$ cat src/rtl/wavepool_ctrl_rr_pkg.sv
// Shared slot-state encodings and default sizing for the round-robin wavepool controller.
package wavepool_ctrl_rr_pkg;

    localparam int DEF_NUM_WF = 40;
    localparam int DEF_WFID_W = 6;

    typedef enum logic [1:0] {
        WFST_IDLE   = 2'd0,
        WFST_ACTIVE = 2'd1,
        WFST_FLUSH  = 2'd2
    } wfst_e;

endpackage

$ cat src/rtl/wavepool_ctrl_rr_if.sv
// Fetch/issue/decode-side signal bundle of the wavepool controller.
interface wavepool_ctrl_rr_if
    import wavepool_ctrl_rr_pkg::*;
#(
    parameter int NUM_WF = DEF_NUM_WF,
    parameter int WFID_W = DEF_WFID_W
) ();

    logic [WFID_W-1:0] buff_wfid;
    logic              buff_first;
    logic              buff_ack;
    logic [NUM_WF-1:0] q_wr;
    logic [WFID_W-1:0] reserve_slotid;
    logic              reserve_valid;
    logic [NUM_WF-1:0] q_vtail_incr;
    logic [WFID_W-1:0] halt_wfid;
    logic              wf_halt;
    logic [WFID_W-1:0] branch_wfid;
    logic              branch_en;
    logic              branch_taken;
    logic [NUM_WF-1:0] q_reset;
    logic [NUM_WF-1:0] q_empty;
    logic              decode_ready;
    logic [NUM_WF-1:0] q_rd;
    logic [NUM_WF-1:0] valid_wf;
    logic [WFID_W-1:0] decode_wfid;
    logic              decode_instr_valid;

    modport slave (
        input  buff_wfid, buff_first, buff_ack,
        input  reserve_slotid, reserve_valid,
        input  halt_wfid, wf_halt,
        input  branch_wfid, branch_en, branch_taken,
        input  q_empty, decode_ready,
        output q_wr, q_vtail_incr, q_reset, q_rd, valid_wf,
        output decode_wfid, decode_instr_valid
    );

    modport master (
        output buff_wfid, buff_first, buff_ack,
        output reserve_slotid, reserve_valid,
        output halt_wfid, wf_halt,
        output branch_wfid, branch_en, branch_taken,
        output q_empty, decode_ready,
        input  q_wr, q_vtail_incr, q_reset, q_rd, valid_wf,
        input  decode_wfid, decode_instr_valid
    );

endinterface

$ cat src/rtl/wavepool_ctrl_rr_arbiter.sv
// Round-robin arbiter: first requester strictly after ptr, wrapping at NUM_WF-1.
module rr_arbiter_param
    import wavepool_ctrl_rr_pkg::*;
#(
    parameter int NUM_WF = DEF_NUM_WF,
    parameter int WFID_W = DEF_WFID_W
) (
    input  logic [NUM_WF-1:0] req,
    input  logic              en,
    input  logic [WFID_W-1:0] ptr,
    output logic [NUM_WF-1:0] grant,
    output logic [WFID_W-1:0] gnt_id,
    output logic              gnt_vld
);

    int                sum;
    logic [WFID_W-1:0] idx;
    logic              found;

    // ptr is always a valid slot index, so a single subtraction wraps the search.
    always_comb begin
        grant   = '0;
        gnt_id  = '0;
        found   = 1'b0;
        sum     = 0;
        idx     = '0;
        if (en) begin
            for (int k = 1; k <= NUM_WF; k++) begin
                sum = int'(ptr) + k;
                if (sum >= NUM_WF) sum = sum - NUM_WF;
                idx = WFID_W'(sum);
                if (!found && req[idx]) begin
                    found      = 1'b1;
                    grant[idx] = 1'b1;
                    gnt_id     = idx;
                end
            end
        end
        gnt_vld = found;
    end

endmodule

$ cat src/rtl/wavepool_ctrl_rr.sv
// Wavepool controller: per-slot lifecycle, queue strobe steering and round-robin feed to decode.
module wavepool_ctrl_rr
    import wavepool_ctrl_rr_pkg::*;
#(
    parameter int NUM_WF = DEF_NUM_WF,
    parameter int WFID_W = DEF_WFID_W
) (
    input  logic               clk,
    input  logic               rst,
    wavepool_ctrl_rr_if.slave  bus
);

    logic [NUM_WF-1:0] first_hit, buff_hit, halt_hit, br_hit, rsv_hit, reset_hit;
    logic [NUM_WF-1:0] active, wr_ok, eligible;
    logic [NUM_WF-1:0] gnt_p0, last_gnt_p1;
    logic [WFID_W-1:0] gnt_id_p0, dec_wfid_p1, ptr;
    logic              gnt_vld_p0, dec_vld_p1, kill;

    // Out-of-range ids match no ID constant, so they fall through as no-ops.
    for (genvar i = 0; i < NUM_WF; i++) begin : g_slot
        localparam logic [WFID_W-1:0] ID = WFID_W'(i);
        wfst_e st;

        assign buff_hit[i]  = bus.buff_ack && (bus.buff_wfid == ID);
        assign first_hit[i] = buff_hit[i] && bus.buff_first;
        assign halt_hit[i]  = bus.wf_halt && (bus.halt_wfid == ID);
        assign br_hit[i]    = bus.branch_en && bus.branch_taken && (bus.branch_wfid == ID);
        assign rsv_hit[i]   = bus.reserve_valid && (bus.reserve_slotid == ID);
        assign reset_hit[i] = halt_hit[i] || br_hit[i];
        assign active[i]    = (st == WFST_ACTIVE);
        assign wr_ok[i]     = buff_hit[i] && !reset_hit[i] && (bus.buff_first || active[i]);

        always_ff @(posedge clk or posedge rst) begin
            if (rst)               st <= WFST_IDLE;
            else if (halt_hit[i])  st <= WFST_IDLE;
            else if (br_hit[i])    st <= WFST_FLUSH;
            else if (first_hit[i]) st <= WFST_ACTIVE;
        end
    end

    // The previous winner is excluded because its q_empty has not caught up yet.
    assign eligible = active & ~bus.q_empty & ~reset_hit & ~last_gnt_p1;

    rr_arbiter_param #(
        .NUM_WF (NUM_WF),
        .WFID_W (WFID_W)
    ) u_arb (
        .req     (eligible),
        .en      (bus.decode_ready),
        .ptr     (ptr),
        .grant   (gnt_p0),
        .gnt_id  (gnt_id_p0),
        .gnt_vld (gnt_vld_p0)
    );

    // p0 -> p1: grant registered toward decode
    always_ff @(posedge clk or posedge rst) begin
        if (rst) begin
            ptr         <= WFID_W'(NUM_WF - 1);
            last_gnt_p1 <= '0;
            dec_vld_p1  <= 1'b0;
            dec_wfid_p1 <= '0;
        end else begin
            last_gnt_p1 <= gnt_p0;
            dec_vld_p1  <= gnt_vld_p0;
            if (gnt_vld_p0) begin
                ptr         <= gnt_id_p0;
                dec_wfid_p1 <= gnt_id_p0;
            end
        end
    end

    assign kill = |(reset_hit & (NUM_WF'(1) << dec_wfid_p1));

    assign bus.q_reset            = rst ? '0 : reset_hit;
    assign bus.q_wr               = rst ? '0 : wr_ok;
    assign bus.q_vtail_incr       = rst ? '0 : rsv_hit;
    assign bus.q_rd               = rst ? '0 : gnt_p0;
    assign bus.valid_wf           = active;
    assign bus.decode_wfid        = dec_wfid_p1;
    assign bus.decode_instr_valid = dec_vld_p1 && !kill;

endmodule

$ cat src/flat_wrapper.sv
// flat-port wrapper written by rule: the top's interface ports become plain ports
module wavepool_ctrl_rr_flat import wavepool_ctrl_rr_pkg::*;
#(
    parameter int NUM_WF = DEF_NUM_WF,
    parameter int WFID_W = DEF_WFID_W
)
  (clk, rst, bus_buff_wfid, bus_buff_first, bus_buff_ack, bus_reserve_slotid, bus_reserve_valid, bus_halt_wfid, bus_wf_halt, bus_branch_wfid, bus_branch_en, bus_branch_taken, bus_q_empty, bus_decode_ready, bus_q_wr, bus_q_vtail_incr, bus_q_reset, bus_q_rd, bus_valid_wf, bus_decode_wfid, bus_decode_instr_valid);
  wavepool_ctrl_rr_if #(.NUM_WF(NUM_WF), .WFID_W(WFID_W)) bus_i ();
  input  logic clk;
  input  logic rst;
  input wire logic [$bits(bus_i.buff_wfid)-1:0] bus_buff_wfid;
  input wire logic [$bits(bus_i.buff_first)-1:0] bus_buff_first;
  input wire logic [$bits(bus_i.buff_ack)-1:0] bus_buff_ack;
  input wire logic [$bits(bus_i.reserve_slotid)-1:0] bus_reserve_slotid;
  input wire logic [$bits(bus_i.reserve_valid)-1:0] bus_reserve_valid;
  input wire logic [$bits(bus_i.halt_wfid)-1:0] bus_halt_wfid;
  input wire logic [$bits(bus_i.wf_halt)-1:0] bus_wf_halt;
  input wire logic [$bits(bus_i.branch_wfid)-1:0] bus_branch_wfid;
  input wire logic [$bits(bus_i.branch_en)-1:0] bus_branch_en;
  input wire logic [$bits(bus_i.branch_taken)-1:0] bus_branch_taken;
  input wire logic [$bits(bus_i.q_empty)-1:0] bus_q_empty;
  input wire logic [$bits(bus_i.decode_ready)-1:0] bus_decode_ready;
  output wire logic [$bits(bus_i.q_wr)-1:0] bus_q_wr;
  output wire logic [$bits(bus_i.q_vtail_incr)-1:0] bus_q_vtail_incr;
  output wire logic [$bits(bus_i.q_reset)-1:0] bus_q_reset;
  output wire logic [$bits(bus_i.q_rd)-1:0] bus_q_rd;
  output wire logic [$bits(bus_i.valid_wf)-1:0] bus_valid_wf;
  output wire logic [$bits(bus_i.decode_wfid)-1:0] bus_decode_wfid;
  output wire logic [$bits(bus_i.decode_instr_valid)-1:0] bus_decode_instr_valid;
  assign bus_i.buff_wfid = bus_buff_wfid;
  assign bus_i.buff_first = bus_buff_first;
  assign bus_i.buff_ack = bus_buff_ack;
  assign bus_i.reserve_slotid = bus_reserve_slotid;
  assign bus_i.reserve_valid = bus_reserve_valid;
  assign bus_i.halt_wfid = bus_halt_wfid;
  assign bus_i.wf_halt = bus_wf_halt;
  assign bus_i.branch_wfid = bus_branch_wfid;
  assign bus_i.branch_en = bus_branch_en;
  assign bus_i.branch_taken = bus_branch_taken;
  assign bus_i.q_empty = bus_q_empty;
  assign bus_i.decode_ready = bus_decode_ready;
  assign bus_q_wr = bus_i.q_wr;
  assign bus_q_vtail_incr = bus_i.q_vtail_incr;
  assign bus_q_reset = bus_i.q_reset;
  assign bus_q_rd = bus_i.q_rd;
  assign bus_valid_wf = bus_i.valid_wf;
  assign bus_decode_wfid = bus_i.decode_wfid;
  assign bus_decode_instr_valid = bus_i.decode_instr_valid;
  wavepool_ctrl_rr #(.NUM_WF(NUM_WF), .WFID_W(WFID_W)) u_core (.clk(clk), .rst(rst), .bus(bus_i));
endmodule
$ cat config.mk
export PLATFORM = sky130hd
export DESIGN_NAME = wavepool_ctrl_rr_flat
export DESIGN_NICKNAME = d
export VERILOG_FILES = /design/src/rtl/wavepool_ctrl_rr_pkg.sv /design/src/rtl/wavepool_ctrl_rr_if.sv /design/src/rtl/wavepool_ctrl_rr_arbiter.sv /design/src/rtl/wavepool_ctrl_rr.sv /design/src/flat_wrapper.sv
export SDC_FILE = /design/constraint.sdc
export NUM_CORES = 2
export LEC_CHECK = 0
export ABC_AREA = 1
export ABC_CLOCK_PERIOD_IN_PS = 19800
export BUFFER_PORTS_ARGS = -buffer_cell sky130_fd_sc_hd__buf_2
export CAP_MARGIN = 0
export CELL_PAD_IN_SITES_DETAIL_PLACEMENT = 1
export CELL_PAD_IN_SITES_GLOBAL_PLACEMENT = 2
export CORE_UTILIZATION = 33
export DETAILED_ROUTE_END_ITERATION = 8
export PLACE_DENSITY_LB_ADDON = 0.15
export SLEW_MARGIN = 40
export SYNTH_ARGS = -nofsm -noshare
export SYNTH_HDL_FRONTEND = slang
export SYNTH_SLANG_ARGS = --single-unit
$ cat constraint.sdc
create_clock -name clk -period 19.8 [get_ports clk]
set_clock_uncertainty 0.2 [all_clocks]
set_input_delay 3.96 -clock clk [delete_from_list [all_inputs] [get_ports clk]]
set_output_delay 3.96 -clock clk [all_outputs]
set_load 0.02 [all_outputs]
==> out/results.txt <==
Post-cts resize count: 0
Syn Area/Cell: 4.83 µm²
Share of the synthesized area in the top cell type: 21.5%
DRC: 0
Setup violations, final: 0
Sinks on Clock Net: 131
Hold_buf cts: 0
DP Wirelength: 210,000 µm
Leading cell types by count after synthesis: 2,166 x nor2_1, 1,901 x nand2_1, 1,118 x nand3_1
Final min period: 17.28 ns
Top-Level Pins: 280
Post-DP Area: 40,500 µm²
Die height: 341 µm
Setup TNS: 0 ns
Synth area leaders: nor2_1 21%, nand2_1 19%, nand3_1 15%, dfrtp_1 8.4%, inv_1 6.7%
Critical path buffers and inverters: 6
First-pass DRT Iterations: 6
DR WL/cell: 30.0 µm
Post-CTS setup buffer count: 0
H-tree lvl count: 4
Fin crit share: 87.3%
First-pass GRT wire length: 393,000 µm
I/O Buffers: 279
Status: finished, final reports clean
Largest family of logic cells by synthesized area: simple AND/OR/NAND/NOR gates
DR iter-0 viols: 7,330
Worst setup EP type: primary output
Die Area: 116,000 µm²
Crit path max fanout: 46
Largest net degree at the start of global routing: 112
Most frequent cell after synthesis: nor2_1
Die X: 341 µm
Hold WC Path Type: reg2reg
Cell taking the most area after synthesis: nor2_1
Mapped Cells: 7,841
Post-synthesis mux area share: 0.0528%
Via count: 57,518
CTS tree: yes
Worst skew pair latency: 0.46 ns
Total track usage: 46.2%
XOR/XNOR share of the synthesized area: 2.32%
Routed WL: 280,000 µm
Synthesized-area fraction occupied by adder cells: 2.20%
Rows: 123
Crit-path leading delay family: simple AND/OR/NAND/NOR gates
Final ANT Viol Nets: 0
Number of synthesized flops with an enable pin: 0
Initial Utilization: 33.5%
Top_reg_cell synth: dfrtp_1
Worst-margin pin slew: 1.05 ns
Async SR Flop Fraction: 100%
Arr. time, crit path: 13.12 ns
Crit Path Class: in2out
Yosys warns: 0
Slowest-stage cell, CP: inv_1
Final Hold Vio Count: 0
Synth Net Count: 7,980
Max-cap violation count: 0
Max incr delay on CP: 0.86 ns
Final instance area: 41,200 µm²
Highest Clock Rate: 57.9 MHz
Nets: 7,971
Vias/cell: 6.15
Layout cell share with drive strength beyond 1: 8.55%
Max-slew violation count: 0
Vias in the first global route: 53,307
Antenna violations before repair: 17
Root buffer cell: clkbuf_16
CP startpoint kind: input pin
Required @ worst endpoint: 15.64 ns
Area growth from synthesis to layout: 8.74%
Sequential area share after synthesis: 8.66%
GP Congestion: 1.09
Synth Area in Compound Gates: 6.36%
#FFs+latches synth: 131
Worst-path clk slew: 0.09 ns
Post-Syn Area: 37,900 µm²
CTS Buf Count: 17
RSZ-0062 raised after global routing: false
Simple-Gate Fraction of Synth Area: 67.4%
Max_slew headroom: 30.1%
Cell variety after synth: 69
Clk buf depth: 2
Total congestion overflow: 0
CORE AREA: 113,000 µm²
Cell mode on critical path: nor2_1
Fillers: 16,490
[layout by cell type (no fill, tap or decap), types with 6 or more instances in the layout]
cell and instances:
or2_2 12, inv_8 7, clkbuf_16 17, xnor2_1 16, nor2_2 34, inv_2 32
o2111ai_1 20, nand4_2 6, o22ai_1 18, o211ai_1 8, nand3_1 1118, nand2_1 1897
nor2_1 2139, a21oi_1 131, nand2_2 15, a221oi_1 7, o21ai_1 34, o21ai_0 129
inv_1 671, nand4_1 398, buf_2 280, nand2_4 9, a21boi_0 19, nor3_2 26
xor2_1 70, dfrtp_1 125, clkinv_1 23, nor4_2 7, inv_4 6, a31oi_1 9
nor3_1 197, nor2_4 17, ha_1 64, buf_4 146, o21a_1 10, nor4_1 37
a21o_1 6
[sequential cells by signal (all words and copies together), names as in the netlist]
| name | flops |
|---|---|
| u_core.last_gnt_p1 | 40 |
| u_core.ptr | 6 |
| u_core.dec_vld_p1 | 1 |
| u_core.bus.decode_wfid | 4 |
| u_core.g_slot.st | 80 |
[stage by stage]
step                      hold WS, ns  util, %  instances  setup slack, ns
after global routing            0.320     36.4       9346             1.99
after CTS                       0.299     36.3       9343             2.82
after global placement          0.273     35.7       9310             2.86
final                           0.300     36.4       9350             2.52
after detailed placement        0.281     35.8       9311             2.83
after floorplan                 0.264        -       7841             6.62
[per-layer routing]
layer	part of all wire [%]	global-route usage, %
met5	0.057	0
met2	42	68.8
met3	11	9.84
met4	6.9	27.0
met1	41	61.1
[worst paths after layout]
path,startpoint,to,slack (ns),cells past startpoint
max,bus_branch_taken,bus_q_rd[4],2.52,40
min,u_core.g_slot[33].st[0]$_DFFE_PP0P_,u_core.g_slot[33].st[0]$_DFFE_PP0P_,0.30,1
max reg2reg,u_core.ptr[2]$_DFFE_PP1P_,u_core.last_gnt_p1[35]$_DFF_PP0_,7.15,41
min reg2reg,u_core.g_slot[33].st[0]$_DFFE_PP0P_,u_core.g_slot[33].st[0]$_DFFE_PP0P_,0.30,1
max in group asynchronous,rst,u_core.g_slot[3].st[1]$_DFFE_PP0P_,14.70,3
min in group asynchronous,rst,u_core.last_gnt_p1[10]$_DFF_PP0_,3.60,2
[area by class of cell]
type                    count  area [µm²]  area share [%]
well taps                1500        1880            4.55
repair buffers            434        2620            6.35
flip-flops and latches    131        3290            7.97
clock buffers              17         425            1.03
clock inverters            15         186           0.452
multi-input cells        6514       30000            72.9
diodes                      5        12.5          0.0304
inverters                 734        2780            6.74
[worst reg2reg max path: cells and delay by family, from the launching register on]
family                   cells  cell delay, ns
AO/OA/AOI/OAI                1            0.25
buffers and inverters        7            3.30
adder cells (fa/ha/maj)      2            1.01
AND/OR/NAND/NOR             31            6.89
flip-flops                   1            0.92
[cells by family after synthesis]
logic type,after synthesis
and+or+nand+nor,5935
buffers and inverters,1196
AOI/OAI and AO/OA,416
DFF,131
xor gates and xnor gates,95
adders and majority gates,66
muxes,2
Power is not shown: default switching activity piles up to over one toggle a cycle in this logic, so the estimate is an artifact.
